==> src/rtl/mem_arb_pkg.sv <==
// Shared types and widths for the unified-memory port arbiter.
package mem_arb_pkg;

    localparam int ADDR_W = 16;
    localparam int DATA_W = 16;

    typedef enum logic {
        ARB_IDLE   = 1'b0,
        ARB_ACCESS = 1'b1
    } arb_state_e;

    typedef enum logic {
        OWN_IF = 1'b0,
        OWN_D  = 1'b1
    } arb_owner_e;

endpackage

==> src/rtl/arb_lat_cnt.sv <==
// Loadable 4-bit down-counter that times the fixed memory latency.
module arb_lat_cnt (
    input  logic       clk,
    input  logic       rst,
    input  logic       load,
    input  logic       en,
    input  logic [3:0] load_val,
    output logic       zero
);

    logic [3:0] cnt_r;

    // Count register: load wins over decrement, stops at zero.
    always_ff @(posedge clk or negedge rst) begin
        if (!rst) begin
            cnt_r <= 4'd0;
        end else if (load) begin
            cnt_r <= load_val;
        end else if (en && (cnt_r != 4'd0)) begin
            cnt_r <= cnt_r - 4'd1;
        end else begin
            cnt_r <= cnt_r;
        end
    end

    // Asserted when the count reaches zero at the coming edge.
    assign zero = en && (cnt_r == 4'd1);

endmodule

==> src/rtl/mem_port_arbiter.sv <==
// Single-port memory arbiter: data priority over fetch, fixed latency.
// Optional fetch starvation guard: define ARB_STARVE_GUARD_EN.
module mem_port_arbiter
    import mem_arb_pkg::*;
#(
    parameter int unsigned MEM_LAT = 2
`ifdef ARB_STARVE_GUARD_EN
    , parameter int unsigned STARVE_MAX = 3
`endif
) (
    input  logic              clk,
    input  logic              rst,
    input  logic              if_req,
    input  logic [ADDR_W-1:0] if_addr,
    output logic              if_gnt,
    output logic              if_valid,
    output logic [DATA_W-1:0] if_rdata,
    input  logic              d_req,
    input  logic              d_we,
    input  logic [ADDR_W-1:0] d_addr,
    input  logic [DATA_W-1:0] d_wdata,
    output logic              d_gnt,
    output logic              d_valid,
    output logic [DATA_W-1:0] d_rdata,
    output logic              mem_en,
    output logic              mem_we,
    output logic [ADDR_W-1:0] mem_addr,
    output logic [DATA_W-1:0] mem_wdata,
    input  logic [DATA_W-1:0] mem_rdata,
    output logic              busy
);

    localparam logic [3:0] LAT_LOAD = 4'(MEM_LAT);

    arb_state_e        state_r, state_s;
    arb_owner_e        owner_r, owner_s;
    logic              arb_s, pick_if_s, done_s;
    logic              if_gnt_r, if_gnt_s, d_gnt_r, d_gnt_s;
    logic              if_valid_r, if_valid_s, d_valid_r, d_valid_s;
    logic [DATA_W-1:0] if_rdata_r, if_rdata_s, d_rdata_r, d_rdata_s;
    logic              mem_en_r, mem_en_s, mem_we_r, mem_we_s;
    logic [ADDR_W-1:0] mem_addr_r, mem_addr_s;
    logic [DATA_W-1:0] mem_wdata_r, mem_wdata_s;

    assign arb_s = (state_r == ARB_IDLE) && (if_req || d_req);

    arb_lat_cnt u_lat (
        .clk      (clk),
        .rst      (rst),
        .load     (arb_s),
        .en       (state_r == ARB_ACCESS),
        .load_val (LAT_LOAD),
        .zero     (done_s)
    );

`ifdef ARB_STARVE_GUARD_EN
    localparam logic [3:0] STARVE_CAP = 4'(STARVE_MAX);
    logic [3:0] starve_cnt_r;

    // Consecutive data grants taken while fetch was waiting.
    always_ff @(posedge clk or negedge rst) begin
        if (!rst) begin
            starve_cnt_r <= 4'd0;
        end else if (arb_s) begin
            if (!if_req || pick_if_s) begin
                starve_cnt_r <= 4'd0;
            end else begin
                starve_cnt_r <= starve_cnt_r + 4'd1;
            end
        end else begin
            starve_cnt_r <= starve_cnt_r;
        end
    end

    // Winner selection: data first unless fetch has waited too long.
    always_comb begin
        pick_if_s = if_req && (!d_req || (starve_cnt_r == STARVE_CAP));
    end
`else
    // Winner selection: strict data priority.
    always_comb begin
        pick_if_s = if_req && !d_req;
    end
`endif

    // State register.
    always_ff @(posedge clk or negedge rst) begin
        if (!rst) begin
            state_r <= ARB_IDLE;
        end else begin
            state_r <= state_s;
        end
    end

    // Next-state logic.
    always_comb begin
        state_s = state_r;
        case (state_r)
            ARB_IDLE: begin
                if (arb_s) state_s = ARB_ACCESS;
                else       state_s = ARB_IDLE;
            end
            ARB_ACCESS: begin
                if (done_s) state_s = ARB_IDLE;
                else        state_s = ARB_ACCESS;
            end
            default: state_s = ARB_IDLE;
        endcase
    end

    // Next values of the registered outputs; mem_* hold through the access.
    always_comb begin
        owner_s     = owner_r;
        if_gnt_s    = 1'b0;
        d_gnt_s     = 1'b0;
        mem_en_s    = 1'b0;
        mem_we_s    = mem_we_r;
        mem_addr_s  = mem_addr_r;
        mem_wdata_s = mem_wdata_r;
        if_valid_s  = 1'b0;
        d_valid_s   = 1'b0;
        if_rdata_s  = if_rdata_r;
        d_rdata_s   = d_rdata_r;
        if (arb_s) begin
            mem_en_s = 1'b1;
            if (pick_if_s) begin
                owner_s     = OWN_IF;
                if_gnt_s    = 1'b1;
                mem_we_s    = 1'b0;
                mem_addr_s  = if_addr;
                mem_wdata_s = {DATA_W{1'b0}};
            end else begin
                owner_s     = OWN_D;
                d_gnt_s     = 1'b1;
                mem_we_s    = d_we;
                mem_addr_s  = d_addr;
                mem_wdata_s = d_wdata;
            end
        end else if (done_s) begin
            if (owner_r == OWN_IF) begin
                if_valid_s = 1'b1;
                if_rdata_s = mem_rdata;
            end else begin
                d_valid_s = 1'b1;
                if (!mem_we_r) d_rdata_s = mem_rdata;
                else           d_rdata_s = d_rdata_r;
            end
        end else begin
            owner_s = owner_r;
        end
    end

    // Output registers.
    always_ff @(posedge clk or negedge rst) begin
        if (!rst) begin
            owner_r     <= OWN_IF;
            if_gnt_r    <= 1'b0;
            d_gnt_r     <= 1'b0;
            mem_en_r    <= 1'b0;
            mem_we_r    <= 1'b0;
            mem_addr_r  <= {ADDR_W{1'b0}};
            mem_wdata_r <= {DATA_W{1'b0}};
            if_valid_r  <= 1'b0;
            d_valid_r   <= 1'b0;
            if_rdata_r  <= {DATA_W{1'b0}};
            d_rdata_r   <= {DATA_W{1'b0}};
        end else begin
            owner_r     <= owner_s;
            if_gnt_r    <= if_gnt_s;
            d_gnt_r     <= d_gnt_s;
            mem_en_r    <= mem_en_s;
            mem_we_r    <= mem_we_s;
            mem_addr_r  <= mem_addr_s;
            mem_wdata_r <= mem_wdata_s;
            if_valid_r  <= if_valid_s;
            d_valid_r   <= d_valid_s;
            if_rdata_r  <= if_rdata_s;
            d_rdata_r   <= d_rdata_s;
        end
    end

    assign if_gnt    = if_gnt_r;
    assign d_gnt     = d_gnt_r;
    assign mem_en    = mem_en_r;
    assign mem_we    = mem_we_r;
    assign mem_addr  = mem_addr_r;
    assign mem_wdata = mem_wdata_r;
    assign if_valid  = if_valid_r;
    assign d_valid   = d_valid_r;
    assign if_rdata  = if_rdata_r;
    assign d_rdata   = d_rdata_r;
    assign busy      = (state_r == ARB_ACCESS);

endmodule

==> config.mk <==
export PLATFORM = sky130hd
export DESIGN_NAME = mem_port_arbiter
export DESIGN_NICKNAME = d
export VERILOG_FILES = /design/src/rtl/mem_arb_pkg.sv /design/src/rtl/arb_lat_cnt.sv /design/src/rtl/mem_port_arbiter.sv
export SDC_FILE = /design/constraint.sdc
export NUM_CORES = 1
export LEC_CHECK = 0
export ABC_AREA = 0
export CAP_MARGIN = 15
export CORE_ASPECT_RATIO = 2
export CORE_MARGIN = 8
export CORE_UTILIZATION = 42
export DETAILED_ROUTE_END_ITERATION = 10
export GPL_ROUTABILITY_DRIVEN = 0
export HOLD_SLACK_MARGIN = 0.12
export PLACE_DENSITY = 0.8
export SYNTH_ARGS = -nofsm -noshare
export SYNTH_HDL_FRONTEND = slang
export SYNTH_SLANG_ARGS = --single-unit
==> constraint.sdc <==
create_clock -name clk -period 2.7 [get_ports clk]
set_clock_uncertainty 0.2 [all_clocks]
set_input_delay 0.675 -clock clk [delete_from_list [all_inputs] [get_ports clk]]
set_output_delay 0.675 -clock clk [all_outputs]
set_load 0.01 [all_outputs]
After elaboration in Yosys (flattened, before gate mapping)
Cells that the tools add are included.

Bits in registers: 76. Input port bits: 69. Output and inout port bits: 71. Word-level logic and storage cells: 47.

Add/sub/neg operators: 1. Eq/ne operators: 1. Mux-type cells: 18. Bitwise logic cells: 4. Reduce and logical (&&, ||, !) cells: 10.

Operators with widths (number): 16-bit two-way mux (2); 1-bit two-way mux (13); 4-bit two-way mux (2); 4-bit by 1-bit == test with 1-bit output (second input constant) (1); 1-bit logical AND (4); 1-bit inverter (4); 4-bit AND reduction (1); 4-bit nonzero test (1); 4-bit by 1-bit subtractor with 4-bit output (second input constant) (1); 3-bit AND reduction (1); 1-bit case mux with 2 select lines (1); 2-bit nonzero test (1); 1-bit logical NOT (1); 1-bit logical OR (1).

Logic depth before layout (Yosys ltp)
Gate-level depths: netlist (run 1).

Word-level depth: 4. Depth in mapped cells: 7. Mapped depth without buffers: 5.

Modules after synthesis
From an unflattened synthesis (run 1), not the netlist that was laid out.

Cell total of the unflattened synthesis: 246. Area total of the unflattened synthesis: 3178.0 um^2.

By module, submodules not included: mem_port_arbiter (times used 1, cells each 216, area each 2911.5 um^2, sequential area each 1801.7 um^2); arb_lat_cnt (times used 1, cells each 30, area each 266.5 um^2, sequential area each 100.1 um^2).

Worst setup path before layout (run 1)
Ideal clock, no wire load.

Kind: register -> register. Start: reg u_lat.cnt_r[1]. End: reg if_rdata_r[10] (netlist: if_rdata[10]). Library setup time: 0.125 ns. Data arrival time: 1.524 ns. Data required time: 2.375 ns. Slack: 0.851 ns. Stages on the path, launching flop included: 8. Buffers on the path: 2. Period minus slack after synthesis: 1.849 ns. Cell sequence: dfrtp_1 inv_1 ha_1 and4bb_4 nor2b_4 buf_6 buf_12 mux2_4.

Longest elaborated chain between the ends: 3.

RTL lines: start: declaration (RTL line arb_lat_cnt.sv:11) `logic [3:0] cnt_r;`; start signal: assignment (RTL line arb_lat_cnt.sv:18) `cnt_r <= load_val;`; start signal: assignment (RTL line arb_lat_cnt.sv:20) `cnt_r <= cnt_r - 4'd1;`; start signal: assignment (RTL line arb_lat_cnt.sv:22) `cnt_r <= cnt_r;`; 4-bit by 1-bit == test with 1-bit output (RTL line arb_lat_cnt.sv:27) `assign zero = en && (cnt_r == 4'd1);`; 1-bit logical AND (RTL line arb_lat_cnt.sv:27); 3-bit AND reduction (no source line); end signal: assignment (RTL line mem_port_arbiter.sv:165) `if_rdata_r <= {DATA_W{1'b0}};`; end signal: assignment (RTL line mem_port_arbiter.sv:177) `if_rdata_r <= if_rdata_s;`; end: declaration (RTL line mem_port_arbiter.sv:40) `logic [DATA_W-1:0] if_rdata_r, if_rdata_s, d_rdata_r, d_rdata_s;`.

No other way between the ends. A chain may end at the register's enable or synchronous reset.

Final worst setup path (run 1)
Start: reg state_r (netlist: busy). End: out busy.

RTL lines: start: declaration (RTL line mem_port_arbiter.sv:35) `arb_state_e state_r, state_s;`; start signal: assignment (RTL line mem_port_arbiter.sv:91) `state_r <= state_s;`; end: declaration (RTL line mem_port_arbiter.sv:30) `output logic busy`.

No word-level cell between the ends.

==> results of run 1 <==
-- cell families after synthesis --
logic type,share of synthesized area
muxes,0.134
and+or+nand+nor,0.0592
buffers and inverters,0.0383
AOI/OAI and AO/OA,0.161
adders and majority gates,0.00789
DFF,0.600
-- power breakdown --
part / switching (mW) / leakage, nW / total, mW / internal [mW]
Clock: 0.441 / 0.127 / 1.08 / 0.642
Combinational: 0.950 / 1.06 / 2.50 / 1.55
Sequential: 0.352 / 0.914 / 2.03 / 1.67
Total: 1.74 / 2.10 / 5.61 / 3.86
-- path summary, 6_finish.rpt --
check,endpoint,from,cells after the start,slack (ps)
max,busy,busy$_DFF_PN0_,2,390
min,if_rdata[10]$_DFFE_PN0P_,rst,1,140
max reg2reg,if_rdata[15]$_DFFE_PN0P_,u_lat.cnt_r[1]$_DFFE_PN0P_,5,490
min reg2reg,d_rdata[15]$_DFFE_PN0P_,d_rdata[15]$_DFFE_PN0P_,1,300
max in group asynchronous,d_rdata[10]$_DFFE_PN0P_,rst,2,1610
min in group clk,d_rdata[15]$_DFFE_PN0P_,d_rdata[15]$_DFFE_PN0P_,1,300
-- area by class of cell --
class | count | share of cell area
clock buffers | 10 | 0.0483
clock inverters | 6 | 0.00809
inverters | 5 | 0.00379
multi-input cells | 138 | 0.232
flip-flops and latches | 76 | 0.384
well taps | 94 | 0.0238
repair buffers | 148 | 0.299
-- routing by layer --
layer / vias to the layer above / track usage
met2: 154 / 0.246
met3: 10 / 0.0916
met5: - / 0
met1: 1256 / 0.202
met4: 0 / 0.0541
li1: 1150 / -
-- flip-flops by register name, indices dropped and copies added, names as in the netlist --
register and cells:
if_valid 1, d_rdata 16, mem_en 1, mem_wdata 16
mem_we 1, owner_r 1, if_rdata 16, mem_addr 16
busy 1, d_valid 1, d_gnt 1, u_lat.cnt_r 4
if_gnt 1
-- stage by stage --
stage                     setup slack (ps)  hold WS [ps]  std cells
after CTS                              376           150        477
after global placement                 448           275        461
after floorplan                        851           179        237
after global routing                   322           178        477
after detailed placement               319           287        461
final                                  392           135        477
-- Yosys cell counts (3+ instances only) --
cell type / count
a22o_1: 17
a22oi_1: 15
a2bb2oi_1: 15
buf_1: 4
buf_2: 3
clkbuf_1: 8
dfrtp_1: 76
inv_1: 5
mux2_2: 22
mux2_4: 9
mux2i_1: 3
nand2_1: 18
nor2_1: 4
o21ai_0: 15
==> results by stage, run 1 <==
Run status:
- The flow ran to the end, and the final reports show no timing, DRC or antenna violations.

Floorplan:
- In this run the core area contains 45 standard-cell rows.
- From bottom edge to top edge, the die measures about 140 um.
- The die covers 10800 um2.
- For this configuration, the core starts out at a cell density of 0.427.
- The die extent in x is ~77 um.
- The number of primary I/O pins is 140.
- The standard cell core area is 7430 um2.

CTS:
- TritonCTS built the clock tree.
- The number of setup buffers added after CTS is 0.
- The maximum buffer depth of the clock tree is 2.
- In this run, post-CTS repair resized a total of 0 instances.
- The depth of the CTS H-tree is 3.
- The clock network latency to the later pin of the worst-skew pair is 330 ps.
- The tree is rooted in a clkbuf_16.
- The hold buffer count at cts is 0.
- The clock sink total is 76.
- The number of CTS-inserted buffers is 9.
- The clock transition at the register clock pins on the worst setup and hold paths after CTS is 60 ps.

Setup path:
- For this run, the slowest stage of the critical path takes 560 ps.
- The dominant delay contributor by cell family on the critical path is buffers and inverters.
- Walking the worst path, the cells encountered are buf_4 -> clkdlybuf4s50_1.
- The library cell contributing the largest single delay on the critical path is clkdlybuf4s50_1.
- The critical path is of the flip-flop to output port type.
- Along the worst path, the maximum fanout reaches 13.
- STA classifies the critical path startpoint as a flip-flop.
- For the worst setup path, the data required time is 1820 ps.
- The kind of end point of the critical path is an output port.
- The number of buffers and inverters on the critical path is 2.
- The critical path arrival is 1430 ps.

Final layout:
- The share of cells above drive strength 1 is 0.162.
- Fill cells in the final layout number 551.
- Once layout is complete, the utilization of the core stands at 0.666.
- Summing all multi-input logic gate instances after layout gives about 1100 um2.
- The count of inserted antenna diode cells is 0.
- Leaving out fill and tap cells, the most frequent cell in the layout is clkdlybuf4s50_1.
- The layout net count is 449.
- The finished cells cover 4950 um2.
- From synthesis to final layout, the design area changed by 56.1%.
- In the final layout, flip-flops and latches occupy 1900 um2.
- In the layout the commonest cells are clkdlybuf4s50_1 (138), dfrtp_1 (76), mux2_2 (22), nand2_1 (18), a22o_1 (17).

Global route:
- Entering global routing, the biggest net connects 45 pins.
- The remaining global-route overflow is 0.
- The first global-routing pass estimated 14.7 mm of wire.
- The overall global routing resource usage is 0.167.
- The number of antenna violations at the first check in global routing is 0.
- The number of global-route vias before repair is 2766.

Synthesis:
- The fraction of registers with async set or reset after synthesis is 1.00.
- Synthesis produced 237 cells.
- The count of distinct cell types in the synthesized netlist is 33.
- The netlist area before placement is approximately 3200 um2.
- The number of flops mapped to enable cells by yosys is 0.
- In the post-synthesis netlist, the biggest area contributors are dfrtp_1 (60%), mux2_2 (7.8%), a22o_1 (4.7%).
- The cell taking the most area after synthesis is dfrtp_1.
- Averaged over all synthesized cells, the footprint is 13.4 um2.
- The most frequently used flop master after synthesis is dfrtp_1.
- The post-synthesis net count is 308.
- The number of warnings printed during yosys synthesis is 0.
- For this run, the register share of the synthesized area comes to 0.600.
- Of the post-synthesis cell area, the dominant cell type holds 0.600.
- After synthesis the netlist holds a flip-flop and latch count of 76.

STA:
- Adding up every negative setup slack in the final design gives 0 ps.
- The time the final worst path needs with I/O delays and setup is roughly 2300 ps.
- In this run the tightest slew margin relative to its limit is 0.568.
- Static timing analysis puts the maximum clock frequency at 433 MHz.
- At the pin with the least slew margin, the transition time is 646 ps.
- The number of max-slew violations in the final report is 0.
- The final worst-path cycle share is 0.855.
- Setup repair after global routing left no endpoint under its margin.
- The count of final hold-check violations was 0.
- The setup violation total in the final timing report is 0.

Place:
- The number of buffers inserted by port buffering is 139.
- After detailed placement, the total cell area comes to 4670 um2.
- The final HPWL from detailed placement is 6.51 mm.

Routing:
- The first detailed-routing pass took 5 iterations.
- The number of vias per cell after detailed routing is 5.39.
- In this run the remaining antenna-violating nets after routing total 0.
- In the final routing, the length of wire on met1 measures roughly 3.7 mm.
- For this block, the initial DRC count from the detailed router was 188.
- The per-cell routed wire length is 18.5 um.
- The number of remaining DRC errors is 0.
- The top routing layer in use is met4.
- The wire length on met2 is 3.90 mm.
- For this block, the via count after detailed routing is 2570.
- The met3 wire length is 1.09 mm.
- The final wirelength is 8.83 mm.

Pwr:
- The leakage power figure is about 2.1 nW.
- Dividing total power by cell area gives a power density of 1130 nW/um2.
- The worst-case vdd ir drop is 0.735 mV.
- The total power is 5.61 mW.

Run:
- The count of max-cap constraint violations is 0.

Worst hold path:
- The min-delay analysis places its worst path in the category input pin to asynchronous set/reset pin.
Power figures use the tool's default switching activity.
==> inputs of run 2 (changes only) <==
--- a/config.mk
+++ b/config.mk
@@ -8,12 +8,13 @@
 export ABC_AREA = 0
 export CAP_MARGIN = 15
 export CORE_ASPECT_RATIO = 2
-export CORE_MARGIN = 8
-export CORE_UTILIZATION = 42
+export CORE_MARGIN = 10
+export CORE_UTILIZATION = 43
+export CTS_BUF_LIST = sky130_fd_sc_hd__clkbuf_8
 export DETAILED_ROUTE_END_ITERATION = 10
 export GPL_ROUTABILITY_DRIVEN = 0
 export HOLD_SLACK_MARGIN = 0.12
-export PLACE_DENSITY = 0.8
+export PLACE_DENSITY_LB_ADDON = 0.15
 export SYNTH_ARGS = -nofsm -noshare
 export SYNTH_HDL_FRONTEND = slang
 export SYNTH_SLANG_ARGS = --single-unit
==> results by stage, run 2 (synthesized netlist as in run 1, its figures left out) <==
Floorplan:
- The floorplan has 44 rows.
- From bottom edge to top edge, the die measures between 100 and 150 um.
- The effective utilization at floorplan is 0.440.
- The die covers between 10000 and 15000 um2.
- The floorplan step defined a core boundary enclosing 7210 um2.
- 140 I/O pins were placed.
- The die extent in x is 80.7 um.

Pwr:
- Of the total power, combinational logic draws 0.467.
- The leakage power figure is between 2 and 2.5 nW.
- The total power is 5.29 mW.
- The share of total power dissipated in sequential elements is 0.380.
- The share of total power in the clock network is 0.153.
- Power spread over the standard cell area amounts to around 1100 nW/um2.
- The power dissipated by switching net loads is 1.67 mW.
- Of the total power, the share spent switching nets is 0.316.
- The design internal power is 3.61 mW.
- The worst-case vdd ir drop is 0.636 mV.

Setup path:
- The endpoint required time on the critical path is 1820 ps.
- The kind of critical path is flip-flop to output port.
- The sort of element at the start of the critical path is a flip-flop.
- The worst register-to-register path has a setup slack of 670 ps.
- The slowest stage of the critical path is the clkdlybuf4s50_1 cell.
- Walking the worst path, the cells encountered are clkdlybuf4s50_1.
- For the worst setup path, the data arrival time is 1430 ps.
- Measured in cells, the most critical reg-to-reg path has a length of 6.
- The worst setup path is captured at an output port.
- The capture instance of the worst register-to-register path is if_rdata[3]$_DFFE_PN0P_.
- Counting both buffers and inverters, the worst setup path holds a total of 1.
- Along the worst path, the maximum fanout reaches 8.
- The largest single stage delay on the critical path is 610 ps.
- The startpoint identified for the worst register-to-register timing path is u_lat.cnt_r[1]$_DFFE_PN0P_.
- Broken down by cell family, the worst path's largest delay share belongs to buffers and inverters.
- The logic depth of the worst path, buffers included is 1.

CTS:
- The tree is rooted in a clkbuf_8.
- The number of instances resized during post-cts repair is 0.
- Clock latency on the worst-skew pair, taken at its later pin, is 350 ps.
- The TritonCTS clock tree is done.
- The clock passes through at most 2 buffers.
- The depth of the CTS H-tree is 3.
- The clock transition at the register clock pins on the worst setup and hold paths after CTS is 70 ps.
- Clock tree synthesis inserted a total of 9 buffers.
- Clock tree synthesis found a total of 76 sinks.

Place:
- The number of buffers inserted by port buffering is 139.
- The final HPWL from detailed placement is 6.75 mm.
- Timing analysis after detailed placement gives a worst setup slack of 316 ps.

Final layout:
- The share of cells above drive strength 1 is 0.161.
- The top cell types in the final layout, fill and taps aside, are clkdlybuf4s50_1 (138), dfrtp_1 (76), mux2_2 (22), nand2_1 (18), a22o_1 (17).
- The filler cells instantiated in the layout total approximately 560.
- The count of inserted antenna diode cells is 0.
- Once layout is complete, the utilization of the core stands at 0.673.
- The net count of the finished layout is 450.
- Leaving out fill and tap cells, the most frequent cell in the layout is clkdlybuf4s50_1.
- The synthesis-to-finish area growth is 53.0%.

STA:
- The number of max-slew violations in the final report is 0.
- The worst-margin pin slew is ~570 ps.
- After layout, the minimum clock period comes to approximately 2300 ps.
- The count of final hold-check violations came to 0.
- The final worst-path cycle share is 0.854.
- The final sum of negative setup slack is 0 ps.
- Derived from the worst setup path, the maximum achievable clock frequency is ~430 MHz.
- Setup repair after global routing left no endpoint under its margin.
- The minimum setup slack in the final design is ~400 ps.
- In this run the tightest slew margin relative to its limit is 0.622.
- The setup violation total in the final timing report is 0.

Routing:
- The final route contains about 2400 vias.
- The number of remaining DRC errors is 0.
- The per-cell routed wire length is 19.0 um.
- The count of nets left with antenna violations once routing finished came out at 0.
- Dividing the detail-routed via count by the number of cells gives around 5.
- The first TritonRoute pass finished after 4 iterations.
- The routed design has 9.05 mm of wire.
- The initial detailed-routing violation count is 132.

Global route:
- The number of antenna violations at the first check in global routing is 0.
- The overall global routing resource usage is 0.159.
- For this run the aggregate overflow at the end of global routing stands at 0.
- The largest net degree at the start of global routing is 42.
- The first-pass GRT wire length is 13.9 mm.
- The number of global-route vias before repair is 2551.

Run:
- The tool flagged a number of max-cap violations equal to 0.

Worst hold path:
- The startpoint of the tightest hold check path is d_rdata[15]$_DFFE_PN0P_.
- The worst hold path terminates at d_rdata[15]$_DFFE_PN0P_.
- The worst hold path cell count is 1.
- The min-delay analysis places its worst path in the category flip-flop to flip-flop.

Run status:
- The flow ran to the end, and the final reports show no timing, DRC or antenna violations.
-- run 2: changes by cell type in the layout (fill, tap and decap cells not counted) --
cell,previous run,this run
clkbuf_16,9,0
buf_4,8,9
clkinv_2,2,3
clkbuf_8,1,12
dlygate4sd3_1,0,1
buf_12,2,1
clkinvlp_4,4,1
-- run 2: layer usage --
metal,GRT usage,vias to the layer above,part of all wire
li1,-,1147,-
met1,0.177,1200,0.37
met2,0.268,82,0.53
met3,0.0487,13,0.072
met4,0.0687,0,0.021
met5,0,-,0
-- run 2: power by group through the flow --
stage	Sequential (mW)	Clock, mW	Combinational [mW]
after floorplan	2.22	0	0.958
after global placement	2.01	0	2.48
after detailed placement	2.03	0	2.51
after CTS	2.01	0.833	2.52
after global routing	2.08	0.881	2.64
final	2.01	0.809	2.47
-- run 2: repair_timing --
action | in CTS | in global routing
endpoints found under the hold margin | 1 | 0
buffers inserted | 0 | 0
hold buffers | 1 | 0
-- run 2: worst max path at each step --
| stage | slack, ps | endpoint | from |
|---|---|---|---|
| 2_1_floorplan | 850 | if_rdata[10]$_DFFE_PN0P_ | u_lat.cnt_r[1]$_DFFE_PN0P_ |
| 3_3_place_gp | 350 | u_lat.cnt_r[1]$_DFFE_PN0P_ | if_req |
| 5_1_grt | 330 | busy | busy$_DFF_PN0_ |
| 3_5_place_dp | 320 | u_lat.cnt_r[1]$_DFFE_PN0P_ | if_req |
| 6_report | 400 | busy | busy$_DFF_PN0_ |
| 4_1_cts | 380 | busy | busy$_DFF_PN0_ |
-- run 2: per-stage QoR --
step / cells / hold WS [ps] / area (um2)
floorplan: 237 / 179 / 3170
global placement: 459 / 279 / 4650
detailed placement: 459 / 280 / 4650
CTS: 476 / 297 / 4850
global route: 476 / 320 / 4850
finish: 476 / 292 / 4850
-- run 2: layout make-up --
type / count / area (um2) / area share
multi-input cells: 138 / 1150 / 0.237
flip-flops and latches: 76 / 1900 / 0.392
clock buffers: 12 / 165 / 0.0340
well taps: 92 / 115 / 0.0237
inverters: 5 / 18.8 / 0.00387
repair buffers: 149 / 1480 / 0.305
clock inverters: 4 / 22.5 / 0.00464
==> inputs of run 3 (changes only) <==
--- a/config.mk
+++ b/config.mk
@@ -8,7 +8,6 @@
 export ABC_AREA = 0
 export CAP_MARGIN = 15
 export CORE_ASPECT_RATIO = 2
-export CORE_MARGIN = 10
 export CORE_UTILIZATION = 43
 export CTS_BUF_LIST = sky130_fd_sc_hd__clkbuf_8
 export DETAILED_ROUTE_END_ITERATION = 10
@@ -17,4 +16,5 @@
 export PLACE_DENSITY_LB_ADDON = 0.15
 export SYNTH_ARGS = -nofsm -noshare
 export SYNTH_HDL_FRONTEND = slang
+export SYNTH_HIERARCHICAL = 1
 export SYNTH_SLANG_ARGS = --single-unit
==> results by stage, run 3 <==
Run status:
- The run finished with clean final reports.

Routing:
- The pre-antenna-repair detailed-routing pass consisted of 4 iterations.
- The count of nets left with antenna violations once routing finished came out at 0.
- For this block, the via count after detailed routing is 2515.
- In the final routed layout, each cell accounts on average for 15.5 um.
- The number of remaining DRC errors is 0.
- Using the TritonRoute via totals, the vias-per-cell ratio works out to 5.13.
- The initial detailed-routing violation count is 119.
- After detailed routing, the total wire length is 7.61 mm.

Synthesis:
- After technology mapping, the gate count stands at 246.
- Synthesis instantiated 34 different standard cells from the library.
- For this run, the register share of the synthesized area comes to 0.598.
- The share of synthesized area in the top cell type comes to 0.598.
- Sorting the synthesized cells by area gives the leading types as dfrtp_1 (60%), mux2_2 (11%), a22o_1 (4.7%).
- The fraction of registers with async set or reset after synthesis is 1.00.
- Averaged over all synthesized cells, the footprint is 12.9 um2.
- After synthesis the cells add up to 3180 um2.
- The number of warnings printed during yosys synthesis is 6.
- Among all flip-flop cells after synthesis, the most frequent one is dfrtp_1.
- The commonest cells after synthesis are dfrtp_1 (76), mux2_2 (31), a22oi_1 (19), nand2_1 (18), o21ai_0 (18).
- The number of flops mapped to enable cells by yosys is 0.
- The most common cell in the synthesized netlist is dfrtp_1.
- Synthesis inferred 76 register bits.
- The cell taking the most area after synthesis is dfrtp_1.

Pwr:
- In this run the power density over the cells is 1110 nW/um2.
- Of the total power, the share spent switching nets is 0.317.
- Internal power comes to approximately 3.7 mW.
- In this run the power spent charging and discharging nets is 1.73 mW.
- The share of total power in the clock network is 0.160.
- The leakage power figure is 2.12 nW.
- The power share of the sequential group is 0.377.
- The completed layout was analyzed and its total power is 5.46 mW.
- The worst-case vdd ir drop is 0.566 mV.
- Of the total power, combinational logic draws 0.463.

STA:
- At the pin with the least slew margin, the transition time is 561 ps.
- After routing, the total negative slack on setup checks comes to 0 ps.
- The remaining max-slew budget at the tightest pin is 0.626.
- The final worst-path cycle share is 0.877.
- The setup violation total in the final timing report is 0.
- The number of max-slew violations in the final report is 0.
- Setup repair after global routing left no endpoint under its margin.
- The count of final hold-check violations is 0.
- The time the final worst path needs with I/O delays and setup is 2370 ps.
- The maximum operating frequency is 423 MHz.

Setup path:
- Traced cell by cell, the critical path runs through clkdlybuf4s50_1.
- Along the worst path, the maximum fanout reaches 10.
- The kind of end point of the critical path is an output port.
- For this design, the slowest cell found on the critical path is clkdlybuf4s50_1.
- STA puts the critical path data required time at ~1800 ps.
- The count of buffering cells on the critical path with inverters included is 1.
- STA classifies the critical path startpoint as a flip-flop.
- The largest single stage delay on the critical path is 600 ps.
- The critical path is of the flip-flop to output port type.
- The critical path arrival is 1490 ps.
- Among cell families on the critical path, the largest total delay comes from buffers and inverters.

CTS:
- The clock sink total is 76.
- The buffer cell driving the clock tree root is clkbuf_8.
- Once the clock tree was built, the setup fixing pass inserted 0 buffers.
- The number of hold buffers added after CTS was 0.
- TritonCTS built the clock tree.
- The number of CTS-inserted buffers is 9.
- The depth of the CTS H-tree is 3.
- The maximum buffer depth of the clock tree is 2.
- The number of instances resized during post-cts repair is 0.
- At the later pin of the worst-skew pair, clock insertion delay measures 350 ps.
- The clock transition at the register clock pins on the worst setup and hold paths after CTS is 70 ps.

Floorplan:
- The die outline area is between 7000 and 8000 um2.
- Measured along the y axis, the die boundary spans 124 um.
- The standard cell core area is 7210 um2.
- The effective utilization at floorplan is 0.441.
- From left edge to right edge, the die measures 62.8 um.
- 140 I/O pins were placed.
- The floorplan has 44 rows.

Place:
- The count of buffers added on input and output ports is 139.
- In this run the cell area measured after placement is ~4700 um2.
- Summed over all nets, the half-perimeter wirelength after detailed placement is about 5.6 mm.

Final layout:
- The final core area utilization is 0.683.
- The final layout contains about 460 nets.
- 0 antenna diodes ended up in the layout.
- The library cells used most frequently in the layout, excluding fill and tap cells, are clkdlybuf4s50_1 (138), dfrtp_1 (76), mux2_2 (31), a22oi_1 (19).
- The design area is roughly 4900 um2.
- The share of cells above drive strength 1 is 0.168.
- The synthesis-to-finish area growth is 55.0%.
- The number of fill cells is ~560.
- The commonest non-fill, non-tap cell in the layout is clkdlybuf4s50_1.

Global route:
- The met1 capacity usage during global routing is 0.234.
- In the global route stage, met3 resource usage came out at 0.0568.
- The met2 track demand over resource is 0.371.
- The number of global-route vias before repair is approximately 2600.
- The number of antenna violations at the first check in global routing was 0.
- The layer with the highest usage after global routing is met2.
- The first global-routing pass estimated roughly 12 mm of wire.
- Across every metal layer, demand over resource in global routing totals 0.209.
- Entering global routing, the biggest net connects 44 pins.
- The total overflow left after global routing is 0.

Worst hold path:
- The worst min-delay path class is input pin to asynchronous set/reset pin.

Run:
- The count of max-cap constraint violations is 0.
## run 3: cell count changes after synthesis, moves of 3 or more
cell / change
a22oi_1: +4
buf_1: -4
o21ai_0: +3
mux2i_1: -3
mux2_2: +9
mux2_4: -8
## run 3: layout make-up
| class | count | area, um2 | share of cell area |
|---|---|---|---|
| Clock inverter | 5 | 51.3 | 0.0104 |
| Sequential cell | 76 | 1900 | 0.386 |
| Timing Repair Buffer | 151 | 1520 | 0.308 |
| Clock buffer | 11 | 151 | 0.0307 |
| Inverter | 8 | 30.0 | 0.00610 |
| Tap cell | 92 | 115 | 0.0234 |
| Multi-Input combinational cell | 147 | 1160 | 0.235 |
## run 3: routing by layer
layer | wire [um] | vias to the layer above
met1 | 2940 | 1206
li1 | - | 1187
met2 | 4060 | 109
met4 | 152 | 0
met3 | 456 | 13
met5 | 0 | -
## run 3: path summary, 6_finish.rpt
path                                       startpoint  cells after the start  slack, ps                         to
setup / recovery                       busy$_DFF_PN0_                      1        330                       busy
hold / removal                                    rst                      1        110    if_rdata[8]$_DFFE_PN0P_
setup reg to reg           u_lat/cnt_r[1]$_DFFE_PN0P_                      9        600     d_rdata[4]$_DFFE_PN0P_
hold reg to reg             mem_wdata[11]$_DFFE_PN0P_                      1        310  mem_wdata[11]$_DFFE_PN0P_
max in group asynchronous                         rst                      2       1600  mem_wdata[10]$_DFFE_PN0P_
min in group clk            mem_wdata[11]$_DFFE_PN0P_                      1        310  mem_wdata[11]$_DFFE_PN0P_
## run 3: worst register-to-register path: stages, from the launching register on
cell     delay (ps)
dfrtp_1         420
inv_1            90
ha_1            140
nand2_1          50
nor3_1          140
buf_4           160
nand2_1         110
nor3_4          170
buf_12          180
mux2_2          350
## run 3: metrics by stage
step | std cells | hold slack, ps | worst slack [ps]
finish | 490 | 107 | 333
CTS | 490 | 127 | 322
detailed placement | 474 | 292 | 186
global route | 490 | 148 | 282
floorplan | 248 | 179 | 477
global placement | 474 | 288 | 197
## run 3: power by group through the flow
stage	Combinational, mW	Clock (mW)	Sequential [mW]
finish	2.53	0.874	2.06
floorplan	0.954	0	2.26
global route	2.73	0.953	2.13
global placement	2.51	0	2.05
detailed placement	2.56	0	2.07
CTS	2.56	0.900	2.06
## run 3: kinds of logic after synthesis
logic type	after synthesis	share of synthesized area
compound gates	73	0.172
fa+ha+maj	2	0.00787
buf+inv	25	0.0398
flops	76	0.598
mux	32	0.115
other cells	2	0.00236
simple gates	36	0.0646
